`config.mk`:
```
export PLATFORM = sky130hd
export DESIGN_NAME = ppu_vram_port
export DESIGN_NICKNAME = d
export VERILOG_FILES = /design/src/rtl/ppu_vram_port.sv
export SDC_FILE = /design/constraint.sdc
export NUM_CORES = 1
export LEC_CHECK = 0
export ABC_AREA = 0
export BUFFER_PORTS_ARGS = -buffer_cell sky130_fd_sc_hd__buf_2
export CORE_UTILIZATION = 42
export CTS_CLUSTER_DIAMETER = 150
export CTS_CLUSTER_SIZE = 40
export DETAILED_ROUTE_END_ITERATION = 10
export GPL_TIMING_DRIVEN = 0
export PLACE_DENSITY = 0.77
export SYNTH_ARGS = -nofsm -noshare
export SYNTH_HDL_FRONTEND = slang
export SYNTH_SLANG_ARGS = --single-unit
export TNS_END_PERCENT = 10
```
`constraint.sdc`:
```
create_clock -name clk -period 2.9 [get_ports clk]
set_clock_uncertainty 0.2 [all_clocks]
set_input_delay 0.145 -clock clk [delete_from_list [all_inputs] [get_ports clk]]
set_output_delay 0.145 -clock clk [all_outputs]
set_load 0.02 [all_outputs]
```
`src/rtl/ppu_vram_port.sv`:
```
// CPU-side VRAM access port: $2000 increment bit, $2002 toggle clear, $2006 address
// register and $2007 data port with a one-deep delayed-read buffer.
module ppu_vram_port #(
  parameter int VRAM_AW = 14
) (
  input  logic               clk,
  input  logic               rst,
  input  logic [2:0]         ri_sel,
  input  logic               ri_ncs,
  input  logic               ri_r_nw,
  input  logic [7:0]         ri_din,
  output logic [7:0]         ri_dout,
  output logic [VRAM_AW-1:0] vram_a,
  output logic               vram_wr,
  output logic [7:0]         vram_dout,
  input  logic [7:0]         vram_din,
  output logic               ovr
);

  localparam logic [1:0] S_IDLE    = 2'd0;
  localparam logic [1:0] S_WR      = 2'd1;
  localparam logic [1:0] S_RD_WAIT = 2'd2;
  localparam logic [1:0] S_RD_CAP  = 2'd3;

  logic [1:0]         state_q, state_d;
  logic [VRAM_AW-1:0] v_q, v_d;
  logic [VRAM_AW-9:0] t_q, t_d;
  logic               toggle_q, toggle_d;
  logic               inc32_q, inc32_d;
  logic [7:0]         rd_buf_q, rd_buf_d;
  logic [7:0]         ri_dout_q, ri_dout_d;
  logic               vram_wr_q, vram_wr_d;
  logic [7:0]         vram_dout_q, vram_dout_d;
  logic               ovr_q, ovr_d;
  logic               ncs_q;
  logic               start;
  logic [VRAM_AW-1:0] v_inc;

  assign start = ncs_q & ~ri_ncs;
  assign v_inc = v_q + (inc32_q ? VRAM_AW'(32) : VRAM_AW'(1));

  always_comb begin
    state_d     = state_q;
    v_d         = v_q;
    t_d         = t_q;
    toggle_d    = toggle_q;
    inc32_d     = inc32_q;
    rd_buf_d    = rd_buf_q;
    ri_dout_d   = ri_dout_q;
    vram_wr_d   = 1'b0;
    vram_dout_d = vram_dout_q;
    ovr_d       = start && (state_q != S_IDLE);
    case (state_q)
      S_WR: begin
        v_d     = v_inc;
        state_d = S_IDLE;
      end
      S_RD_WAIT: state_d = S_RD_CAP;
      S_RD_CAP: begin
        rd_buf_d = vram_din;
        v_d      = v_inc;
        state_d  = S_IDLE;
      end
      default: begin
        // Only an idle port accepts accesses, so v has a single writer per cycle.
        if (start) begin
          case (ri_sel)
            3'd0: if (!ri_r_nw) inc32_d = ri_din[2];
            3'd2: if (ri_r_nw) begin
              toggle_d  = 1'b0;
              ri_dout_d = 8'h00;
            end
            3'd6: if (!ri_r_nw) begin
              if (toggle_q) begin
                v_d      = VRAM_AW'({t_q, ri_din});
                toggle_d = 1'b0;
              end else begin
                t_d      = (VRAM_AW-8)'(ri_din[5:0]);
                toggle_d = 1'b1;
              end
            end
            3'd7: begin
              if (ri_r_nw) begin
                ri_dout_d = rd_buf_q;
                state_d   = S_RD_WAIT;
              end else begin
                vram_wr_d   = 1'b1;
                vram_dout_d = ri_din;
                state_d     = S_WR;
              end
            end
            default: ;
          endcase
        end
      end
    endcase
  end

  always_ff @(posedge clk) begin
    if (rst) begin
      state_q     <= S_IDLE;
      v_q         <= '0;
      t_q         <= '0;
      toggle_q    <= 1'b0;
      inc32_q     <= 1'b0;
      rd_buf_q    <= '0;
      ri_dout_q   <= '0;
      vram_wr_q   <= 1'b0;
      vram_dout_q <= '0;
      ovr_q       <= 1'b0;
    end else begin
      state_q     <= state_d;
      v_q         <= v_d;
      t_q         <= t_d;
      toggle_q    <= toggle_d;
      inc32_q     <= inc32_d;
      rd_buf_q    <= rd_buf_d;
      ri_dout_q   <= ri_dout_d;
      vram_wr_q   <= vram_wr_d;
      vram_dout_q <= vram_dout_d;
      ovr_q       <= ovr_d;
    end
  end

  // Edge detector tracks the bus through reset so a held-low select is not seen as new.
  always_ff @(posedge clk) ncs_q <= ri_ncs;

  assign ri_dout   = ri_dout_q;
  assign vram_a    = v_q;
  assign vram_wr   = vram_wr_q;
  assign vram_dout = vram_dout_q;
  assign ovr       = ovr_q;

endmodule

```
* Word-level counts from Yosys, hierarchy flattened
Cells that the tools add are included.
** Word-level totals
- Output and inout bits :: 32
- Bits of input ports :: 23
- Register bits after elaboration :: 51
- Memories kept :: 0
- Memory bits (read-only) :: 0
- Logic and storage cells :: 68
- Latch bits :: 0
- Memory bits (writable) :: 0
** Operators by class
- $lt $le $gt $ge :: 0
- Shift-type cells :: 0
- Mux-type cells :: 18
- Eq/ne operators :: 10
- $mul :: 0
- Add/subtract/negate cells :: 1
- Bitwise gates (word level) :: 8
- Div/mod/pow operators :: 0
- Reductions and logical operators :: 20
** Operators by type and width (count)
- $mux W14 :: 4
- $pmux W14 S2 :: 1
- $reduce_and A5 Y1 :: 4
- $mux W8 :: 2
- $pmux W8 S2 :: 1
- $add A14 B6 Y14 :: 1
- $reduce_bool A2 Y1 :: 6
- $ne A2 B2 Y1 const B :: 4
- $reduce_and A4 Y1 :: 2
- $not A1 Y1 :: 7
- $eq A3 B3 Y1 const B :: 2
- $mux W2 :: 3
- $mux W6 :: 1
- $reduce_bool A3 Y1 :: 2
- $reduce_or A6 Y1 :: 1
- $eq A2 B2 Y1 const B :: 2
- $mux W1 :: 4
- $pmux W2 S2 :: 1
- $eq A3 B2 Y1 const B :: 1
- $logic_not A3 Y1 :: 1
- $reduce_or A3 Y1 :: 1
- $eq A2 B1 Y1 const B :: 1
- $pmux W1 S2 :: 1
- $reduce_and A2 Y1 :: 1
- 3 further kinds :: 3

* Depth between registers and ports, before layout
- Depth after elaboration :: 5
- Gate-level depth with buffers :: 8
- Mapped depth without buffers :: 7

* Least setup slack after synthesis
OpenSTA, ideal clock, no wires.
- Path kind :: register to register
- Start :: register state_q[1]
- End :: register v_q[9], in the netlist vram_a[9]
- Cell stages (with the launch flop) :: 8
- Required time :: 2.567 ns
- Period minus slack after synthesis :: 2.064 ns
- Data arrival time :: 1.731 ns
- Setup time :: 0.133 ns
- Slack :: 0.836 ns
- Path buffers :: 1
- Path through :: dfxtp_1 inv_1 ha_1 or2_1 clkbuf_1 or4_4 o311ai_0 a31oi_1
** On the way
- Word-level cells in the longest chain between the ends :: 4
- Elaborated cells on any way between the ends :: 11
- Those cells by class :: eq/ne (4); mux (1); bitwise (1); reduce/logical (5)
** RTL lines
- start, declared :: RTL line 25 : logic [1:0] state_q, state_d;
- start signal, assigned :: RTL line 112 : state_q <= state_d;
- $eq A2 B2 Y1 / $eq A2 B1 Y1 (equally long branches) :: RTL line 53 : case (state_q)
- $reduce_or A2 Y1 (no source line)
- $ne A2 B2 Y1 (no source line) / $reduce_bool A2 Y1 (equally long branches)
- $reduce_and A5 Y1 (no source line)
- end signal, assigned :: RTL line 113 : v_q <= v_d;
- end, declared :: RTL line 26 : logic [VRAM_AW-1:0] v_q, v_d;
Several ways; a longest one is shown, not always the timed one.
A chain may end at the register's enable or synchronous reset.

* Final worst setup path
- Start :: register state_q[1]
- End :: register v_q[3], in the netlist vram_a[3]
The elaborated chain is that of the path after synthesis.

==> results.toml <==
[hold_path]
worstHoldStart = "rst"
hold_class = "in2reg"

[synth]
syn_warnings = 0
synth_seq_area_share = 0.4180
syn_nets = 299
synth_top_flop_cell = "sky130_fd_sc_hd__dfxtp_1"
synth_top_area_frac = 0.4180
synth_area_leader_cell = "sky130_fd_sc_hd__dfxtp_1"
netlist_top_cells_count = "sky130_fd_sc_hd__dfxtp_1, sky130_fd_sc_hd__nor2_1, sky130_fd_sc_hd__mux2i_1"
flops_latches_synth = 51
post_synth.cell_area_avg_um2 = 9.113
synth_cell_types = 54
yosys.cell_count.top_type = "sky130_fd_sc_hd__dfxtp_1"
synth_area_um2 = 2442
postSynthCellCount = 268
synth-edff-count = 0
synth.top_cells.by_area = "sky130_fd_sc_hd__dfxtp_1, sky130_fd_sc_hd__mux2i_1, sky130_fd_sc_hd__nor2_1"
async_flop_share = 0

[timing]
crit_share_post_route = 0.8379
setup_repair_after_global_routing_missed_its_margin = "no"
final_max_slew_viol_count = 0
relSlewSlack = 0.4969
fmax_ghz = 0.4116
timing.final.setup_violations = 0
post-route-min-period_ns = 2.430
max_slew.worst_pin.slew_ns = 0.7546
timing_hold_violations_final = 0
fin_tns_setup_ns = 0

[placed_design]
routabilityCongestion = 0.8629
io_buffers = 53
place.detailed.instances = 393
place.detailed.hpwl_um = 4381

[drt]
drt_pass1_iterations = 5
antenna_nets_post_route = 0
drt_via_density = 5.737
postRouteWirelength_um = 6253
drt-initial-drc-count = 194
detail_route.wl_per_cell_um = 14.96
vias = 2398
drcViolationCount = 0

[cells_and_area]
seq_area_um2 = 1021
net_count_of_the_finished_layout = 377
layoutNonFillerInstCount = 418
layout.filler_cells = 517
area.growth.synth_to_final_pct = 26.28
diodes = 0
drive_gt1_frac = 0.1965
area_of_combinational_cells_with_multiple_inputs_um2 = 1341

[floorplanning]
vertical_extent_of_the_die_um = 78.26
placementRows = 27
design.die.area_um2 = 6124
start_util = 0.4408
die_x_um = 78.26
core_region_um2 = 5540
number_of_placed_i_o_pins = 55

[setup_path]
critical_path.slowest_cell = "sky130_fd_sc_hd__nor2_1"
launching_element_type_of_the_critical_path = "flip-flop"
cp_slowest_stage_delay_ns = 0.50
cp_max_fo = 10
startpoint = "state_q[1]$_SDFFE_PP0P_"
r2r_path_start = "state_q[1]$_SDFFE_PP0P_"
most_prevalent_standard_cell_on_the_critical_path = "sky130_fd_sc_hd__nor2_1"
cp.required_ns = 2.88
crit_chain = "inv_1 > ha_1 > nor2_1 > clkbuf_1 > nor2_1 > o311ai_1 > o31ai_1"
cp.arrival_ns = 2.41
worstSetupEndpointType = "flip-flop"
setup.worst_path.class = "reg2reg"

[pwr]
power.density_nw_per_um2 = 580.4
p_leak_nw = 1.241
highest_ir_drop_seen_on_vdd_mv = 0.2546

[job]
maxCapViolCount = 0

[global_route]
pin_count_of_the_biggest_net_entering_global_routing = 16
track_usage = 0.2136
first_global_vias = 2108
antenna_found_initial = 0
grt_overflow_total = 0
grt_pass1_wl_um = 10330

[clock_network]
worst_skew_pair.late_latency_ns = 0.30
reg_clk_slew_reported_paths_ns = 0.09
cts_htree_levels = 2
cts_resized = 0
clock_tree.buffer_depth = 2
clock_tree_from_tritoncts = "done"
clock_sink_count = 51
clockRootBuffer = "sky130_fd_sc_hd__clkbuf_8"
number_of_buffers_added_by_the_clock_tree_synthesis_step = 5

[run_status]
outcome = "finished, final reports clean"
## final timing paths
kind | to | slack (ns) | cells after the start
max | vram_a[3]$_SDFFE_PP0P_ | 0.47 | 7
min | vram_wr$_SDFF_PP0_ | 0.02 | 3
max reg2reg | vram_a[3]$_SDFFE_PP0P_ | 0.47 | 7
min reg2reg | vram_dout[3]$_SDFFE_PP0P_ | 0.29 | 2
## per-stage QoR
| step | cell area (µm²) | hold WS [ns] | setup slack (ns) | power, W | util |
|---|---|---|---|---|---|
| global route | 3084 | 0.01333 | 0.2938 | 0.001885 | 0.5567 |
| finish | 3084 | 0.01563 | 0.4702 | 0.001790 | 0.5567 |
| CTS | 3084 | 0.006244 | 0.5181 | 0.001785 | 0.5567 |
| global placement | 2798 | 0.08719 | 0.5613 | 0.001278 | 0.5050 |
| floorplan | 2442 | -0.02728 | 0.8364 | 0.001142 | - |
| detailed placement | 2798 | 0.09112 | 0.5479 | 0.001286 | 0.5050 |
## worst max-delay path: cells and delay by family, from the launching register on
kind / cells / cell delay [ns]
fa+ha+maj: 1 / 0.23
flops: 1 / 0.38
buf+inv: 2 / 0.50
compound gates: 2 / 0.42
simple gates: 2 / 0.57
## timing repair
item	4_1_cts	5_1_grt
endpoints found under the hold margin	28	0
buffers inserted	0	0
hold buffers	18	0
## kinds of logic (layout without fill, tap and decap cells)
| group | count (synthesis) | in the layout | synth area share |
|---|---|---|---|
| buf+inv | 21 | 99 | 0.03279 |
| compound gates | 64 | 64 | 0.1983 |
| mux | 25 | 25 | 0.1030 |
| simple gates | 98 | 98 | 0.2034 |
| flops | 51 | 51 | 0.4180 |
| fa+ha+maj | 8 | 8 | 0.04099 |
| xor+xnor | 1 | 1 | 0.003587 |
## cells in the final DEF, fill, tap and decap left out, types with 2 or more instances in the layout
cell type / count
sky130_fd_sc_hd__buf_2: 54
sky130_fd_sc_hd__dfxtp_1: 51
sky130_fd_sc_hd__nor2_1: 42
sky130_fd_sc_hd__mux2i_1: 24
sky130_fd_sc_hd__dlygate4sd3_1: 18
sky130_fd_sc_hd__nand2_1: 17
sky130_fd_sc_hd__a22oi_1: 12
sky130_fd_sc_hd__clkbuf_1: 10
sky130_fd_sc_hd__ha_1: 8
sky130_fd_sc_hd__inv_1: 7
sky130_fd_sc_hd__o211ai_1: 7
sky130_fd_sc_hd__clkbuf_8: 5
sky130_fd_sc_hd__o21ai_0: 4
sky130_fd_sc_hd__a31oi_1: 4
sky130_fd_sc_hd__or3_1: 4
sky130_fd_sc_hd__a21oi_1: 4
sky130_fd_sc_hd__nor3_1: 4
sky130_fd_sc_hd__and3_1: 3
sky130_fd_sc_hd__nand3_1: 3
sky130_fd_sc_hd__nand4_1: 3
sky130_fd_sc_hd__o31a_1: 3
sky130_fd_sc_hd__buf_1: 3
sky130_fd_sc_hd__o21ai_1: 3
sky130_fd_sc_hd__nor2b_1: 3
sky130_fd_sc_hd__o311ai_1: 3
sky130_fd_sc_hd__a311oi_1: 3
sky130_fd_sc_hd__o21a_1: 2
sky130_fd_sc_hd__or3b_1: 2
sky130_fd_sc_hd__nand4b_1: 2
sky130_fd_sc_hd__o211ai_2: 2
sky130_fd_sc_hd__nand2b_1: 2
sky130_fd_sc_hd__nor4b_1: 2
sky130_fd_sc_hd__o221ai_1: 2
sky130_fd_sc_hd__or4_1: 2
sky130_fd_sc_hd__a211oi_1: 2
sky130_fd_sc_hd__nor4_1: 2
sky130_fd_sc_hd__o31ai_1: 2
sky130_fd_sc_hd__a211o_1: 2
## where the power goes
part	internal [W]	total (W)	switching (W)
logic	0.000187	0.000520	0.000332
clock network	0.000252	0.000489	0.000236
registers	0.000741	0.000781	0.0000401
## per-layer routing
metal / vias to the layer above / global-route usage / wire length, µm
li1: 1153 / - / -
met1: 1123 / 0.3094 / 2854
met2: 111 / 0.3219 / 2926
met3: 11 / 0.02209 / 358
met4: 0 / 0.08889 / 113
met5: - / 0 / 0
## cell type report
| cell class | instances | share of cell area |
|---|---|---|
| tap | 72 | 0.02921 |
| sequential | 51 | 0.3310 |
| clock inverter | 2 | 0.01217 |
| inverter | 7 | 0.008519 |
| buffer | 14 | 0.01744 |
| timing repair buffer | 71 | 0.1444 |
| multi-input combinational | 196 | 0.4349 |
| clock buffer | 5 | 0.02231 |
## state kept, by name, summed over array words and instances (netlist names)
| register | count |
|---|---|
| inc32_q | 1 |
| ncs_q | 1 |
| ovr | 1 |
| rd_buf_q | 8 |
| ri_dout | 8 |
| state_q | 2 |
| t_q | 6 |
| toggle_q | 1 |
| vram_a | 14 |
| vram_dout | 8 |
| vram_wr | 1 |
Note: power is estimated with default switching activity, not from simulation.
